<file path="config.mk">
export PLATFORM = sky130hd
export DESIGN_NAME = uart_rx_buffered
export DESIGN_NICKNAME = d
export VERILOG_FILES = /design/src/rtl/uart_rx_pkg.sv /design/src/rtl/rx_byte_fifo.sv /design/src/rtl/uart_rx_buffered.sv
export SDC_FILE = /design/constraint.sdc
export NUM_CORES = 1
export LEC_CHECK = 0
export CORE_MARGIN = 8
export CORE_UTILIZATION = 35
export CTS_BUF_LIST = sky130_fd_sc_hd__clkbuf_16
export CTS_CLUSTER_DIAMETER = 30
export DETAILED_ROUTE_END_ITERATION = 7
export MAX_ROUTING_LAYER = met4
export SYNTH_ARGS = -nofsm -noshare
export SYNTH_HDL_FRONTEND = slang
export SYNTH_SLANG_ARGS = --single-unit
</file>
<file path="constraint.sdc">
create_clock -name clk -period 3 [get_ports clk]
set_input_delay 0.75 -clock clk [delete_from_list [all_inputs] [get_ports clk]]
set_output_delay 0.75 -clock clk [all_outputs]
set_load 0.01 [all_outputs]
</file>
<file path="src/rtl/uart_rx_pkg.sv">
// Shared types and constants for the buffered 8N1 UART receiver.
// The baud divider is computed here so the top level and any host-side model agree on it.
package uart_rx_pkg;

    typedef enum logic [1:0] {IDLE, START, DATA, STOP} uart_rx_state_t;

    localparam int OVERSAMPLE = 16;
    localparam int SAMPLE_A   = 7;
    localparam int SAMPLE_B   = 8;
    localparam int SAMPLE_C   = 9;
    localparam int DATA_BITS  = 8;

    // Rounded clk / (16 * baud), never below 1 so the tick counter always advances.
    function automatic int calc_div(input longint clk_hz, input longint baud);
        longint d;
        d = (clk_hz + baud * 8) / (baud * 16);
        if (d < 1) d = 1;
        return int'(d);
    endfunction

endpackage

</file>
<file path="src/rtl/rx_byte_fifo.sv">
// First-word-fall-through byte FIFO between the UART framer and the stream consumer.
// Reports a dropped push (full, no simultaneous pop) so the caller can flag an overrun.
module rx_byte_fifo #(
    parameter int DEPTH = 16,
    parameter int WIDTH = 8
) (
    input  logic                     clk,
    input  logic                     rst_n,
    input  logic                     push,
    input  logic [WIDTH-1:0]         push_data,
    input  logic                     pop_ready,
    output logic [WIDTH-1:0]         out_data,
    output logic                     out_valid,
    output logic [$clog2(DEPTH):0]   count,
    output logic                     drop
);

    localparam int AW = $clog2(DEPTH);

    logic [WIDTH-1:0] mem_q [DEPTH];
    logic [AW:0]      wr_ptr_q, wr_ptr_d;
    logic [AW:0]      rd_ptr_q, rd_ptr_d;
    logic             full, empty, do_pop, do_push;

    // NOTE: every signal written here gets a default first, so no latch can be inferred.
    always_comb begin
        empty    = (wr_ptr_q == rd_ptr_q);
        full     = (wr_ptr_q[AW] != rd_ptr_q[AW]) && (wr_ptr_q[AW-1:0] == rd_ptr_q[AW-1:0]);
        do_pop   = !empty && pop_ready;
        do_push  = push && (!full || do_pop);
        drop     = push && full && !do_pop;
        wr_ptr_d = do_push ? wr_ptr_q + 1'b1 : wr_ptr_q;
        rd_ptr_d = do_pop  ? rd_ptr_q + 1'b1 : rd_ptr_q;
    end

    // NOTE: sequential state uses non-blocking assignments so every flop samples pre-edge values.
    always_ff @(posedge clk or negedge rst_n) begin
        if (!rst_n) begin
            wr_ptr_q <= '0;
            rd_ptr_q <= '0;
        end else begin
            wr_ptr_q <= wr_ptr_d;
            rd_ptr_q <= rd_ptr_d;
        end
    end

    // NOTE: storage is deliberately not reset; the pointers alone define which entries are live.
    always_ff @(posedge clk) begin
        if (do_push) mem_q[wr_ptr_q[AW-1:0]] <= push_data;
    end

    assign out_valid = !empty;
    assign out_data  = empty ? '0 : mem_q[rd_ptr_q[AW-1:0]];
    assign count     = wr_ptr_q - rd_ptr_q;

endmodule

</file>
<file path="src/rtl/uart_rx_buffered.sv">
// 8N1 UART receiver: 2-FF synchronizer, free-running 16x tick, majority-vote framer,
// and an output FIFO presenting bytes on a valid/ready stream with sticky error flags.
module uart_rx_buffered
    import uart_rx_pkg::*;
#(
    parameter int CLK_FREQ_HZ = 100000000,
    parameter int BAUD        = 115200,
    parameter int OVERSAMPLE  = 16,
    parameter int FIFO_DEPTH  = 16
) (
    input  logic                          clk,
    input  logic                          rst_n,
    input  logic                          uart_rxd,
    output logic [7:0]                    m_data,
    output logic                          m_valid,
    input  logic                          m_ready,
    output logic                          frame_err,
    output logic                          overrun,
    input  logic                          err_clr,
    output logic [$clog2(FIFO_DEPTH):0]   fifo_count
);

    localparam int DIV   = calc_div(CLK_FREQ_HZ, BAUD);
    localparam int DIV_W = (DIV > 1) ? $clog2(DIV) : 1;

    localparam logic [3:0] SCNT_LAST = 4'(OVERSAMPLE - 1);
    localparam logic [3:0] MID_A     = 4'(SAMPLE_A);
    localparam logic [3:0] MID_B     = 4'(SAMPLE_B);
    localparam logic [3:0] MID_C     = 4'(SAMPLE_C);
    localparam logic [2:0] LAST_BIT  = 3'(DATA_BITS - 1);

    logic sync1_q, rxd_s_q;

    always_ff @(posedge clk or negedge rst_n) begin
        if (!rst_n) begin
            sync1_q <= 1'b1;
            rxd_s_q <= 1'b1;
        end else begin
            sync1_q <= uart_rxd;
            rxd_s_q <= sync1_q;
        end
    end

    logic [DIV_W-1:0] div_cnt_q, div_cnt_d;
    logic             tick;

    always_comb begin
        tick      = (div_cnt_q == DIV_W'(DIV - 1));
        div_cnt_d = tick ? '0 : div_cnt_q + 1'b1;
    end

    uart_rx_state_t       state_q, state_d;
    logic [3:0]           scnt_q, scnt_d;
    logic [2:0]           bidx_q, bidx_d;
    logic [DATA_BITS-1:0] shreg_q, shreg_d;
    logic [1:0]           samp_q, samp_d;
    logic                 bit_q, bit_d;
    logic                 armed_q, armed_d;
    logic                 push_q, push_d;
    logic                 frame_err_q, frame_err_d;
    logic                 overrun_q, overrun_d;
    logic                 vote, frame_set, fifo_drop;

    always_comb begin
        state_d   = state_q;
        scnt_d    = scnt_q;
        bidx_d    = bidx_q;
        shreg_d   = shreg_q;
        samp_d    = samp_q;
        bit_d     = bit_q;
        armed_d   = armed_q;
        push_d    = 1'b0;
        frame_set = 1'b0;
        vote      = (samp_q[0] & samp_q[1]) | (samp_q[0] & rxd_s_q) | (samp_q[1] & rxd_s_q);

        if (tick) begin
            case (state_q)
                IDLE: begin
                    // After a framing error the line must be seen idle before a new start is honoured.
                    if (!armed_q) begin
                        armed_d = rxd_s_q;
                    end else if (!rxd_s_q) begin
                        state_d = START;
                        scnt_d  = '0;
                    end
                end
                START: begin
                    if (scnt_q == MID_A && rxd_s_q) begin
                        state_d = IDLE;
                    end else if (scnt_q == SCNT_LAST) begin
                        state_d = DATA;
                        scnt_d  = '0;
                        bidx_d  = '0;
                    end else begin
                        scnt_d = scnt_q + 4'd1;
                    end
                end
                DATA: begin
                    if (scnt_q == MID_A) samp_d[0] = rxd_s_q;
                    if (scnt_q == MID_B) samp_d[1] = rxd_s_q;
                    if (scnt_q == MID_C) bit_d     = vote;
                    if (scnt_q == SCNT_LAST) begin
                        scnt_d  = '0;
                        shreg_d = {bit_q, shreg_q[DATA_BITS-1:1]};
                        if (bidx_q == LAST_BIT) state_d = STOP;
                        else                    bidx_d  = bidx_q + 3'd1;
                    end else begin
                        scnt_d = scnt_q + 4'd1;
                    end
                end
                STOP: begin
                    if (scnt_q == MID_A) samp_d[0] = rxd_s_q;
                    if (scnt_q == MID_B) samp_d[1] = rxd_s_q;
                    // Leave at the last vote sample so a slightly fast sender's next start is not missed.
                    if (scnt_q == MID_C) begin
                        state_d = IDLE;
                        if (vote) begin
                            push_d = 1'b1;
                        end else begin
                            frame_set = 1'b1;
                            armed_d   = 1'b0;
                        end
                    end else begin
                        scnt_d = scnt_q + 4'd1;
                    end
                end
                default: state_d = IDLE;
            endcase
        end

        frame_err_d = frame_set | (frame_err_q & ~err_clr);
        overrun_d   = fifo_drop | (overrun_q & ~err_clr);
    end

    always_ff @(posedge clk or negedge rst_n) begin
        if (!rst_n) begin
            div_cnt_q   <= '0;
            state_q     <= IDLE;
            scnt_q      <= '0;
            bidx_q      <= '0;
            shreg_q     <= '0;
            samp_q      <= '0;
            bit_q       <= 1'b0;
            armed_q     <= 1'b1;
            push_q      <= 1'b0;
            frame_err_q <= 1'b0;
            overrun_q   <= 1'b0;
        end else begin
            div_cnt_q   <= div_cnt_d;
            state_q     <= state_d;
            scnt_q      <= scnt_d;
            bidx_q      <= bidx_d;
            shreg_q     <= shreg_d;
            samp_q      <= samp_d;
            bit_q       <= bit_d;
            armed_q     <= armed_d;
            push_q      <= push_d;
            frame_err_q <= frame_err_d;
            overrun_q   <= overrun_d;
        end
    end

    rx_byte_fifo #(
        .DEPTH (FIFO_DEPTH),
        .WIDTH (DATA_BITS)
    ) u_fifo (
        .clk       (clk),
        .rst_n     (rst_n),
        .push      (push_q),
        .push_data (shreg_q),
        .pop_ready (m_ready),
        .out_data  (m_data),
        .out_valid (m_valid),
        .count     (fifo_count),
        .drop      (fifo_drop)
    );

    assign frame_err = frame_err_q;
    assign overrun   = overrun_q;

endmodule

</file>
==> Word-level counts from Yosys, hierarchy flattened <==
Memory sizes are Yosys's and may differ from the RTL's.
Index checks and enable logic that the tools add are counted.
{ "classes": {"add_sub_neg": 6, "n_eq_ne": 23, "mux": 35, "bitwise": 10, "n_reduce_logical": 22} }
{ "op_table": {"columns": ["operator", "count"], "rows": [
  ["$mux W4", 5],
  ["$ne A2 B2 Y1 const B", 10],
  ["$pmux W4 S4", 1],
  ["$mux W2", 7],
  ["$mux W1", 13],
  ["$eq A4 B4 Y1 const B", 3],
  ["$mux W3", 4],
  ["$reduce_and A3 Y1", 4],
  ["$add A5 B1 Y5 const B", 2],
  ["$mux W8", 1],
  ["$pmux W2 S4", 1],
  ["$reduce_and A7 Y1", 1],
  ["$add A6 B1 Y6 const B", 1],
  ["$eq A6 B6 Y1 const B", 1],
  ["$logic_and A1 B1 Y1", 6],
  ["$mux W6", 1],
  ["$pmux W3 S2", 1],
  ["$reduce_and A6 Y1", 1],
  ["$and A1 B1 Y1", 5],
  ["$eq A5 B5 Y1", 1],
  ["$reduce_and A5 Y1", 1],
  ["$sub A5 B5 Y5", 1],
  ["$add A4 B1 Y4 const B", 1],
  ["$eq A2 B2 Y1 const B", 2],
  ["other kinds (16)", 22]
]} }
{ "word_totals": {"ff_bits": 42, "ramBits": 128, "out_inout_bits": 16, "elab_cells": 113, "n_memories": 1} }
{ "memory_table": {"columns": ["name", "words", "width", "rd", "rd_ports_with_merged_regs", "write_ports", "line", "text"], "rows": [
  ["u_fifo.mem_q", 16, 8, 1, 0, 1, "rx_byte_fifo.sv:20", "logic [WIDTH-1:0] mem_q [DEPTH];"]
]} }

==> Depth between registers and ports, before layout <==
{ "depth": {"depth_word": 8, "mapped_depth": 9, "mapped_depth_nobuf": 7} }

==> By module <==
From an unflattened synthesis, not the netlist that was laid out.
{ "hier_totals": {"cells_unflattened": 446, "hier_area_um2": 7372.1} }
{ "by_module_without_submodules": {"columns": ["module", "n_inst", "cells_per_inst", "area_each_um2"], "rows": [
  ["rx_byte_fifo", 1, 297, 5690.5],
  ["uart_rx_buffered", 1, 149, 1681.6]
]} }

==> Worst setup path before layout <==
No wires, ideal clock.
{ "synth_timing": {"path_kind": "flip-flop to output port", "from": "register u_fifo.rd_ptr_q[1]", "to": "output m_data[0]", "t_arrival_ns": 2.064, "required_time_ns": 2.250, "path_slack_ns": 0.186, "stages_incl_launch_ff": 10, "cell_sequence": "dfrtp_1 > buf_2 > buf_1 > inv_1 > ha_1 > nand4_1 > nand2b_1 > buf_2 > nand2_1 > o22ai_1"} }
{ "synth_between": {"elab_chain_len": 2} }
{ "synth_lines": {"columns": ["element", "line", "text"], "rows": [
  ["start: declaration", "rx_byte_fifo.sv:22", "logic [AW:0] rd_ptr_q, rd_ptr_d;"],
  ["start signal: assignment", "rx_byte_fifo.sv:43", "rd_ptr_q <= rd_ptr_d;"],
  ["$mem_v2 Z16 W8 / $eq A5 B5 Y1 (equally long branches)", null, null],
  ["$mux W8 (*)", "rx_byte_fifo.sv:53", "assign out_data = empty ? '0 : mem_q[rd_ptr_q[AW-1:0]];"],
  ["end: declaration", "uart_rx_buffered.sv:14", "output logic [7:0] m_data,"]
]} }
Mark *: on every way between the ends. The rest lies on a longest branch, timed or not.

==> Worst setup path after layout <==
{ "layout_timing": {"from": "register u_fifo.rd_ptr_q[0]", "to": "output m_data[7]"} }
Same word-level chain as after synthesis.

==> flow_metrics.py <==
metrics = {
    "pwr": {
        "power.share.clock_pct": 35.8,
        "swShare_pct": 28.4,
        "vdd_drop_max_mv": 0.420,
        "power_mw": 6.05,
        "combPwrFrac_pct": 21.4,
        "power_density_nw_per_um2": 692,
        "power.leakage_nw": 3.55,
        "p_seq_share_pct": 42.8,
        "internal_power_mw": 4.33,
        "p_switching_mw": 1.72,
    },
    "clocking": {
        "ctsHtreeMaxLevel": 4,
        "cts.root.buffer_cell": "clkbuf_16",
        "clock_tree.buffer_depth": 2,
        "clock_insertion_delay_worst_skew_ns": 0.43,
        "tritoncts.num_buffers": 17,
        "clk_pin_slew_worst_paths_ns": 0.07,
        "post_cts_hold_buffer_count": 0,
        "tritoncts": "built",
        "clock_sinks": 170,
    },
    "critical_path": {
        "worstSetupEndpointType": "output pin",
        "critPathLaunchType": "flip-flop",
        "worst-path-max-fanout": 6,
        "critPathKind": "reg -> out",
        "cp_data_required_time_ns": 2.25,
        "cp_data_arrival_time_ns": 2.17,
        "reg2reg_slack_ns": 0.73,
    },
    "yosys": {
        "synth.yosys.seq_area_share_pct": 67.1,
        "synth_top_family_by_area": "multiplexers",
        "netlist_top_cells_area": "edfxtp_1 53%, dfrtp_1 13%, mux4_2 9.9%, ha_1 3.6%, mux2i_1 2.7%",
        "number_of_enable_flip_flop_cells_after_synthesis": 128,
        "yosys_register_bits": 170,
        "synth_top_flop_cell": "edfxtp_1",
        "postSynthNetCount": 457,
        "synth-async-reset-ratio_pct": 24.7,
        "compound_cell_area_share_of_the_yosys_netlist_pct": 3.32,
        "synth.mux.area_fraction_pct": 15.0,
        "ys_warn_count": 0,
        "synth_fa_ha_area_share_pct": 4.01,
        "synth.distinct_cells": 51,
        "xor_xnor_portion_of_the_synthesized_cell_area_pct": 1.80,
        "synth_area_per_cell_um2": 17.0,
        "synth.top_cell.area_share_pct": 52.6,
        "yosys.area_share.simple_pct": 6.46,
        "synth.cell_area_um2": 7300,
        "netlist.top_cell.by_area": "edfxtp_1",
        "synthTopCellsByCount": "128 x edfxtp_1, 39 x dfrtp_1, 32 x mux4_2",
        "library_cell_with_the_highest_instance_count_after_synthesis": "edfxtp_1",
        "synthCells": 430,
    },
    "global_route": {
        "overflow": 0,
        "wire_length_of_the_first_global_routing_pass_um": 23200,
        "grt.busiest_layer": "met2",
        "globalRouteTotalUtil_pct": 12.0,
        "grt_antenna_before_repair": 0,
        "groute.layer.met1.usage_pct": 15.4,
        "first_global_vias": 4180,
        "globalRouteMet2Util_pct": 18.7,
        "gr-usage-met3_pct": 2.82,
        "maximum_number_of_pins_on_one_net_before_global_route_repair": 43,
    },
    "drt": {
        "wl_per_cell_um": 18.8,
        "drt.antenna.violating_nets": 0,
        "vias": 3865,
        "post-route-drc-count": 0,
        "wl_um": 14600,
        "detail_route.vias_per_cell": 4.97,
        "initialDrtViolationCount": 199,
        "drtPass1Iterations": 6,
    },
    "worst_hold_path": {
        "min_delay_path_class": "reg -> reg",
    },
    "cells_and_area": {
        "fillCellCount": 1845,
        "area_growth_pct": 19.7,
        "antenna-diode-count": 0,
        "final-instance-count-excl-fill": 777,
        "footprint_of_the_multi_input_gates_um2": 2290,
        "design.final.nets": 516,
        "drive_above_1_share_pct": 29.3,
        "final-seq-area_um2": 4900,
        "final_cell_area_um2": 8740,
    },
    "outcome": {
        "status": "finished clean",
    },
    "die": {
        "area_of_the_die_um2": 25700,
        "die_width_um": 160,
        "start_util_pct": 35.2,
        "core_region_area_um2": 20800,
        "ios": 21,
        "die_h_um": 160,
        "rows": 53,
    },
    "timing": {
        "post-route-min-period_ns": 2.92,
        "worst_max_slew_pin_slew_ns": 0.948,
        "finalClockSkew_ns": 0.00945,
        "max_slew_margin_pct": 36.8,
        "finalCritPeriodShare_pct": 97.3,
        "final.setup.tns_ns": 0,
        "final_setup_violation_count": 0,
        "finalHoldWorstSlack_ns": 0.360,
        "final-max-slew-violation-count": 0,
        "rsz0062_at_grt": "yes",
        "max_freq_mhz": 343,
        "finalHoldViolations": 0,
    },
    "placed_design": {
        "routability_congestion_estimate": 0.805,
        "placed_cell_area_um2": 8000,
        "hpwlAfterDp_um": 9480,
        "place.port_buffers": 20,
        "place_inst": 737,
    },
    "flow_run": {
        "max-cap-violations": 0,
    },
}
[logic make-up (layout without fill, tap and decap cells)]
family,count (synthesis),after routing
buffers and inverters,39,111
adder cells (fa/ha/maj),23,23
flip-flops,170,170
XOR/XNOR,15,15
multiplexers,67,67
AND/OR/NAND/NOR,86,86
AO/OA/AOI/OAI,30,30
[per-stage QoR]
| stage | setup slack [ns] | utilization [%] |
|---|---|---|
| 2_1_floorplan | 0.186 | - |
| 3_3_place_gp | -0.0248 | 38.5 |
| 3_5_place_dp | -0.0220 | 38.5 |
| 4_1_cts | -0.0824 | 42.3 |
| 5_1_grt | -0.00418 | 42.1 |
| 6_report | 0.0819 | 42.1 |
[worst max-delay path: stages, from the launching register on]
cell,delay [ns]
dfrtp_2,0.47
buf_6,0.13
buf_8,0.12
mux4_2,0.50
mux2i_1,0.17
buf_4,0.15
o22ai_2,0.05
buf_2,0.15
[per-layer routing]
metal  wire length, um  part of all wire, %
met5                 0                    0
met4               183                  1.3
met3               516                  3.5
met2              7020                   48
met1              6870                   47
[state kept, by name, summed over array words and instances (netlist names), named ones only]
name and count:
bit_q 1, sync1_q 1, state_q 1, u_fifo.rd_ptr_q 5, bidx_q 3, u_fifo.mem_q 128
push_q 1, rxd_s_q 1, armed_q 1, scnt_q 4, u_fifo.wr_ptr_q 5, shreg_q 8
div_cnt_q 6, frame_err 1, overrun 1, samp_q 2
[power by group through the flow]
| stage | Sequential, mW | Combinational (mW) | Clock, mW |
|---|---|---|---|
| after floorplan | 2.62 | 0.706 | 0 |
| after global placement | 2.63 | 1.09 | 0 |
| after detailed placement | 2.63 | 1.09 | 0 |
| after CTS | 2.59 | 1.37 | 2.21 |
| after global routing | 2.59 | 1.39 | 2.29 |
| final | 2.59 | 1.29 | 2.17 |
[worst paths after layout]
check                                        start                   to  cells after the start
min in group asynchronous                    rst_n            scnt_q[2]                      1
worst min register to register             sync1_q              rxd_s_q                      0
worst max-delay path            u_fifo.rd_ptr_q[0]            m_data[7]                      7
worst max register to register  u_fifo.rd_ptr_q[1]  u_fifo.mem_q[15][4]                      7
max in group asynchronous                    rst_n   u_fifo.rd_ptr_q[0]                      1
worst min-delay path                       sync1_q              rxd_s_q                      0
[layout make-up]
cell class	instances	share of cell area, %
Clock buffer	17	4.87
Clock inverter	15	1.90
Inverter	21	0.902
Multi-Input combinational cell	221	26.2
Sequential cell	170	56.1
Tap cell	275	3.94
Timing Repair Buffer	58	6.13
[placed cells by master, fill, tap and decap left out, drive strengths merged, types with 6 or more instances in the layout]
| cell type | n |
|---|---|
| o22ai | 8 |
| mux4 | 32 |
| mux2 | 15 |
| nand4 | 8 |
| xnor2 | 13 |
| dfrtp | 39 |
| clkbuf | 18 |
| nor3 | 7 |
| ha | 21 |
| inv | 32 |
| mux2i | 20 |
| nand2 | 18 |
| edfxtp | 128 |
| nor2 | 22 |
| nand3 | 8 |
| and3 | 6 |
| clkdlybuf4s50 | 6 |
| buf | 47 |
[what timing repair did]
action,4_1_cts,5_1_grt
endpoints found under the setup margin,13,9
pin swaps,1,4
hold endpoints to repair,0,0
setup buffers,6,0
gates cloned,3,0
resized for setup,51,10
(Power assumes the default switching activity.)
